--- config.mk ---
export PLATFORM = sky130hd
export DESIGN_NAME = mem_port2_arbiter
export DESIGN_NICKNAME = d
export VERILOG_FILES = /design/src/rtl/mem_port2_arbiter.sv
export SDC_FILE = /design/constraint.sdc
export NUM_CORES = 1
export LEC_CHECK = 0
export CAP_MARGIN = 20
export CORE_MARGIN = 4
export CORE_UTILIZATION = 37
export CTS_BUF_LIST = sky130_fd_sc_hd__clkbuf_2
export CTS_CLUSTER_DIAMETER = 100
export DETAILED_ROUTE_END_ITERATION = 16
export PLACE_DENSITY = 0.78
export SLEW_MARGIN = 20
export SYNTH_ARGS = -nofsm -noshare
export SYNTH_HDL_FRONTEND = slang
export SYNTH_SLANG_ARGS = --single-unit
--- constraint.sdc ---
create_clock -name clk -period 2.1 [get_ports clk]
set_input_delay 0.63 -clock clk [delete_from_list [all_inputs] [get_ports clk]]
set_output_delay 0.63 -clock clk [all_outputs]
set_load 0.03 [all_outputs]
--- src/rtl/mem_port2_arbiter.sv ---
// Round-robin arbiter sharing memory port 2 between the CPU data path and the DMA engine.
// Handshake: a requester raises req and holds req/we/addr/wdata until it sees its one-cycle done pulse.
module mem_port2_arbiter #(
    parameter int ADDR_W  = 32,
    parameter int DATA_W  = 32,
    parameter int LATENCY = 1
) (
    input  logic              clk,
    input  logic              reset,
    input  logic              cpu_req,
    input  logic              cpu_we,
    input  logic [ADDR_W-1:0] cpu_addr,
    input  logic [DATA_W-1:0] cpu_wdata,
    output logic [DATA_W-1:0] cpu_rdata,
    output logic              cpu_done,
    input  logic              dma_req,
    input  logic              dma_we,
    input  logic [ADDR_W-1:0] dma_addr,
    input  logic [DATA_W-1:0] dma_wdata,
    output logic [DATA_W-1:0] dma_rdata,
    output logic              dma_done,
    output logic [ADDR_W-1:0] mem_addr,
    output logic [DATA_W-1:0] mem_wdata,
    output logic              mem_we,
    input  logic [DATA_W-1:0] mem_rdata,
    output logic              busy,
    output logic              owner,
    output logic [1:0]        dbg_state
);

    typedef enum logic [1:0] {
        IDLE   = 2'd0,
        ACCESS = 2'd1,
        RESP   = 2'd2
    } state_t;

    localparam logic [3:0] CNT_INIT = 4'(LATENCY - 1);

    state_t            state;
    state_t            next_state;
    logic [3:0]        counter;
    logic              last_grant;
    logic              owner_q;
    logic              lat_we;
    logic [ADDR_W-1:0] lat_addr;
    logic [DATA_W-1:0] lat_wdata;
    logic [DATA_W-1:0] cpu_rdata_q;
    logic [DATA_W-1:0] dma_rdata_q;
    logic              grant;
    logic              grant_dma;

    assign grant     = cpu_req | dma_req;
    // DMA wins when it asks alone, or on a tie when the CPU held the previous grant
    assign grant_dma = dma_req & (~cpu_req | ~last_grant);

    always_ff @(posedge clk or negedge reset) begin
        if (!reset) state <= IDLE;
        else        state <= next_state;
    end

    always_comb begin
        next_state = state;
        mem_we     = 1'b0;
        busy       = 1'b0;
        cpu_done   = 1'b0;
        dma_done   = 1'b0;
        case (state)
            IDLE: begin
                if (grant) next_state = ACCESS;
            end
            ACCESS: begin
                busy   = 1'b1;
                mem_we = lat_we && (counter == 4'd0);
                if (counter == 4'd0) next_state = RESP;
            end
            RESP: begin
                busy       = 1'b1;
                cpu_done   = ~owner_q;
                dma_done   = owner_q;
                next_state = IDLE;
            end
            default: next_state = IDLE;
        endcase
    end

    always_ff @(posedge clk or negedge reset) begin
        if (!reset) begin
            counter     <= 4'd0;
            last_grant  <= 1'b1;
            owner_q     <= 1'b0;
            lat_we      <= 1'b0;
            lat_addr    <= '0;
            lat_wdata   <= '0;
            cpu_rdata_q <= '0;
            dma_rdata_q <= '0;
        end else begin
            case (state)
                IDLE: begin
                    if (grant) begin
                        owner_q   <= grant_dma;
                        lat_we    <= grant_dma ? dma_we    : cpu_we;
                        lat_addr  <= grant_dma ? dma_addr  : cpu_addr;
                        lat_wdata <= grant_dma ? dma_wdata : cpu_wdata;
                        counter   <= CNT_INIT;
                    end
                end
                ACCESS: begin
                    if (counter != 4'd0) begin
                        counter <= counter - 4'd1;
                    end else begin
                        last_grant <= owner_q;
                        if (!lat_we) begin
                            if (owner_q) dma_rdata_q <= mem_rdata;
                            else         cpu_rdata_q <= mem_rdata;
                        end
                    end
                end
                default: ;
            endcase
        end
    end

    // Address and data stay on the latched values in IDLE, so the port holds its last access
    assign mem_addr  = lat_addr;
    assign mem_wdata = lat_wdata;
    assign owner     = owner_q;
    assign cpu_rdata = cpu_rdata_q;
    assign dma_rdata = dma_rdata_q;
    assign dbg_state = state;

endmodule

; ---- After elaboration in Yosys (flattened, before gate mapping)
; Index checks and enable logic that the tools add are counted.
[word_totals]
wordCells = 48
regBits = 137
inputBits = 166
output_inout_bits = 135
[op_classes]
addsub = 1
muxes = 13
reduce_logical = 12
bitwise = 8
eq_ne = 5
[op_table]
columns = cell, count
row1 = $mux 32, 2
row2 = $mux 4, 2
row3 = $pmux 4 s2, 1
row4 = $reduce_and 4->1, 2
row5 = $ne 2x2->1 const B, 3
row6 = $reduce_and 2->1, 3
row7 = $mux 1, 5
row8 = $not 1->1, 5
row9 = $logic_not 4->1, 1
row10 = $mux 2, 2
row11 = $pmux 2 s2, 1
row12 = $reduce_bool 4->1, 1
row13 = $sub 4x1->4 const B, 1
row14 = $reduce_and 3->1, 1
row15 = $eq 2x1->1 const B, 1
row16 = $eq 2x2->1 const B, 1
row17 = $logic_not 2->1, 1
row18 = $or 1x1->1, 2
row19 = $reduce_bool 2->1, 1
row20 = $reduce_or 2->1, 1
row21 = $and 1x1->1, 1
row22 = $logic_and 1x1->1, 1

; ---- Logic depth before layout (Yosys ltp)
[logic_depth]
word_depth = 4
mapped_depth = 7
depth_no_buf = 5

; ---- Least setup slack after synthesis
; No wires, ideal clock.
[synth_path]
path_kind = flip-flop to flip-flop
startpoint = register counter[0]
endpoint = register cpu_rdata_q[10], in the netlist cpu_rdata[10]
path_buffers = 2
path_stages_with_launch = 8
arrival_time_ns = 2.021
t_required_ns = 1.975
synth_period_minus_slack_ns = 2.147
setup_slack_ns = -0.047
setup_ns = 0.125
path_cell_list = dfrtp_1 inv_1 ha_1 or3b_1 or4b_1 buf_2 buf_6 mux2_4
[synth_between]
elab_chain_len = 3
[synth_rtl]
columns = element, line
row1 = start: declaration, 41  ; logic [3:0] counter;
row2 = start signal: assignment, 109  ; counter <= counter - 4'd1;
row3 = $reduce_bool 4->1, 108  ; if (counter != 4'd0) begin
row4 = $not 1->1 (no line), -
row5 = $reduce_and 4->1 (no line), -
row6 = end signal: assignment, 114  ; else cpu_rdata_q <= mem_rdata;
row7 = end: declaration, 47  ; logic [DATA_W-1:0] cpu_rdata_q;
; Every way passes these cells.
; A chain may end at the register's enable or synchronous reset.

; ---- Final worst setup path
[layout_path]
startpoint = register counter[0]
endpoint = output port mem_we
[layout_between]
elab_chain_len = 3
[layout_rtl]
columns = element, line
row1 = $logic_not 4->1, 73  ; mem_we = lat_we && (counter == 4'd0);
row2 = $logic_and 1x1->1, 73
row3 = $mux 1, 67  ; case (state)
row4 = end: declaration, 24  ; output logic mem_we,
; Every way passes these cells.

==> summary.txt <==
Die
  – # IOs: 301
  – Row cnt: 45
  – Die height: 134 um
  – Area of the die: 18,100 sq um
  – Initial Utilization: 38.4%
  – Core footprint: ~15,000 sq um
  – Die W: ~130 um

Timing
  – Final setup vio count: 37
  – Final Hold Viols: 0
  – Period minus WS final: around 2.6 ns
  – Clk_skew: between 0.02 and 0.03 ns
  – Maximum clock frequency: between 0.3 and 0.4 GHz
  – Period utilisation layout: 125%
  – Rel. slew slack: 68.7%
  – Slew @ Worst Pin: around 0.47 ns
  – Final WS setup: -0.525 ns
  – Fin Setup TNS: -9.09 ns
  – Max Transition Viols Final: 0
  – RSZ-0062 raised after global routing: yes

Run
  – Max cap viols: 0

Finish
  – Diode count: 0
  – Seq. cell area: 3430 sq um
  – Nets@finish: approximately 1,100
  – Post-Layout Inst Area: between 9000 and 10,000 sq um
  – Syn-to-layout area delta: 59.1%
  – Fraction of layout cells with a size suffix above 1: about a third
  – Multi-input gate area: between 2000 and 2500 sq um
  – Fill count: ~1,300

Synth
  – EDFF count, synth: 0
  – Synth Flop Type: dfrtp_1
  – Register area share after synthesis: 57.9%
  – Syn_nets: between 700 and 800
  – Seq cells post-synth: roughly 140
  – Ranking of synthesized cells by area: dfrtp_1 57%, a21oi_1 11%, mux2_4 7.6%
  – Synth top area share: 57.5%
  – Post-Syn Area: 5920 sq um
  – Netlist cell types: 37
  – Leading area contributor after synthesis: dfrtp_1
  – Post-Synthesis Cells: about 550
  – Ys Warns: 0
  – Post-synth ARST share: 100%
  – Syn Area/Cell: between 10 and 15 sq um

Routing
  – TritonRoute pass-1 iters: 4
  – Via/cell ratio: 4.95
  – Iter 0 DRT Violations: just over 200
  – Drt wl/cell: around 18 um
  – DR vias: 5,514
  – Drt drc: 0
  – Post-route ant nets: 0
  – Final wirelength: a little under 20 mm

Worst setup path
  – Buf/Inv on CP: 3
  – Worst EP required: 1.47 ns
  – Crit path kind: register to output pin
  – Crit. End Element: output pin
  – Worst endpoint data arrival time: ~2 ns
  – Crit-path max FO: 2
  – Slowest CP cell: dfrtp_1
  – Max incr delay on CP: approximately 0.43 ns
  – Cell Chain, Critical Path: inv_1 > ha_2 > buf_6 > nor3b_4 > and3_4 > buf_12
  – Delay-heaviest family, CP: flip-flops
  – Worst Setup Start Kind: register

GRT
  – Largest net degree at the start of global routing: 54
  – Initial antenna violation count: 0
  – Vias in the first global route: 5,577
  – Routing usage on met2: ~35%
  – GR peak layer: met2
  – Grt total ovfl: 0
  – Grt met1 use: 23.8%
  – M3 GR Usage: 8.35%
  – First-pass GRT wire length: 29.1 mm
  – Aggregate global-route resource usage: 20.6%

Place
  – Port bufs: 300
  – Dpl cell area: 9400 sq um
  – Final Wtd Congestion: between 0.7 and 0.8
  – Detail Placement HPWL: roughly 14 mm

CTS
  – H-tree Lvls: 4
  – Total CTS buffers: 17
  – CTS Sinks: roughly 140
  – Worst-skew pair later-pin latency: a little over 0.7 ns
  – TritonCTS clock tree: done
  – CTS root buf: clkbuf_2
  – Buffer levels on the longest clock path: 2
  – Reg clk slew, reported paths: ~0.23 ns

Power and ir drop
  – Pleak: approximately 0.0044 uW
  – Peak supply drop: ~640 uV
  – P per Cell Area: roughly 1600 nW/um^2

Hold path
  – Tightest Hold Check Type: primary input to async pin

Status
  – Outcome: finished with violations
  – Failing checks: negative setup slack
==> synth_stat cells (all sizes together), types with 2 or more instances <==
cell type / instances
a21oi: 131
buf: 9
clkbuf: 29
dfrtp: 136
ha: 5
inv: 4
mux2: 66
nand2: 66
nand3: 3
nand3b: 2
nor2: 66
nor3b: 2
o21a: 3
o21ai: 5
or4b: 2
==> report_power, final <==
| group | internal (uW) | switching [uW] | leakage, uW |
|---|---|---|---|
| combinational | 3640 | 5300 | 0.00265 |
| clock | 480 | 1110 | 0.000143 |
| sequential | 3950 | 733 | 0.00159 |
==> area by class of cell <==
| type | instances | share of cell area [%] |
|---|---|---|
| Inverter | 4 | 0.159 |
| Timing Repair Buffer | 363 | 32.8 |
| Multi-Input combinational cell | 366 | 25.2 |
| Clock buffer | 17 | 0.903 |
| Tap cell | 211 | 2.80 |
| Sequential cell | 137 | 36.4 |
| Clock inverter | 15 | 1.63 |
==> cells by family (layout without fill, tap and decap cells) <==
kind of cell               count (synthesis)  after routing  share of synthesized area [%]
AOI/OAI and AO/OA                        144            144                           12.6
adders and majority gates                  5              5                           1.06
buffers and inverters                     42            399                           3.13
DFF                                      137            137                           57.9
muxes                                     66             66                           14.5
and+or+nand+nor                          151            151                           10.8
==> repair_timing <==
action / 4_1_cts / 5_1_grt
hold buffers: 1 / 0
resized for setup: 673 / 64
setup buffers: 17 / 15
endpoints found under the hold margin: 40 / 0
endpoints found under the setup margin: 167 / 62
pin swaps: 2 / 2
==> flip-flops by register name (all words and copies together), names as in the netlist <==
| register | cells |
|---|---|
| last_grant | 1 |
| mem_wdata | 32 |
| dbg_state | 2 |
| cpu_rdata | 32 |
| mem_addr | 32 |
| dma_rdata | 32 |
| counter | 4 |
| lat_we | 1 |
| owner | 1 |
==> stage by stage <==
stage                     power [uW]  cells  hold slack (ns)  worst slack [ns]  utilization [%]
after floorplan                 9910    545            0.334           -0.0465                -
after global routing           16100   1113            0.323            -0.656             61.1
final                          15200   1113            0.374            -0.525             61.1
after global placement         13900   1048            0.467            -0.148             60.9
after detailed placement       14100   1048            0.475            -0.190             60.9
after CTS                      14800   1098            0.305            -0.578             59.4
==> layout by cell type, fill, tap and decap left out, types with 2 or more instances in the layout <==
master,n
inv_1,2
dfrtp_1,135
inv_6,7
o21ai_0,4
clkdlybuf4s50_1,164
nand2_1,66
buf_6,24
o21a_1,2
inv_2,2
mux2_1,12
ha_1,2
clkinvlp_4,2
or4b_2,2
mux2_4,30
nand3b_1,2
a21oi_1,131
buf_2,109
inv_8,3
ha_4,2
nand3_1,3
buf_12,11
mux2_2,24
clkbuf_2,17
nor2_1,66
buf_4,53
==> path summary, 6_finish.rpt <==
kind	from	endpoint	slack, ns	cells past startpoint
setup / recovery	counter[0]$_DFFE_PN0P_	mem_we	-0.53	6
hold / removal	reset	cpu_rdata[13]$_DFFE_PN0P_	0.37	2
min in group clk	cpu_wdata[7]	mem_wdata[7]$_DFFE_PN0P_	0.41	3
hold reg to reg	dma_rdata[20]$_DFFE_PN0P_	dma_rdata[20]$_DFFE_PN0P_	0.52	1
setup reg to reg	counter[0]$_DFFE_PN0P_	cpu_rdata[31]$_DFFE_PN0P_	-0.26	6
max in group asynchronous	reset	mem_addr[5]$_DFFE_PN0P_	1.11	3
==> per-layer routing <==
layer	up-vias	wire, um
met3	35	1920
met5	-	0
met1	2639	7760
li1	2561	-
met2	279	9530
met4	0	522
(Power assumes the default switching activity.)
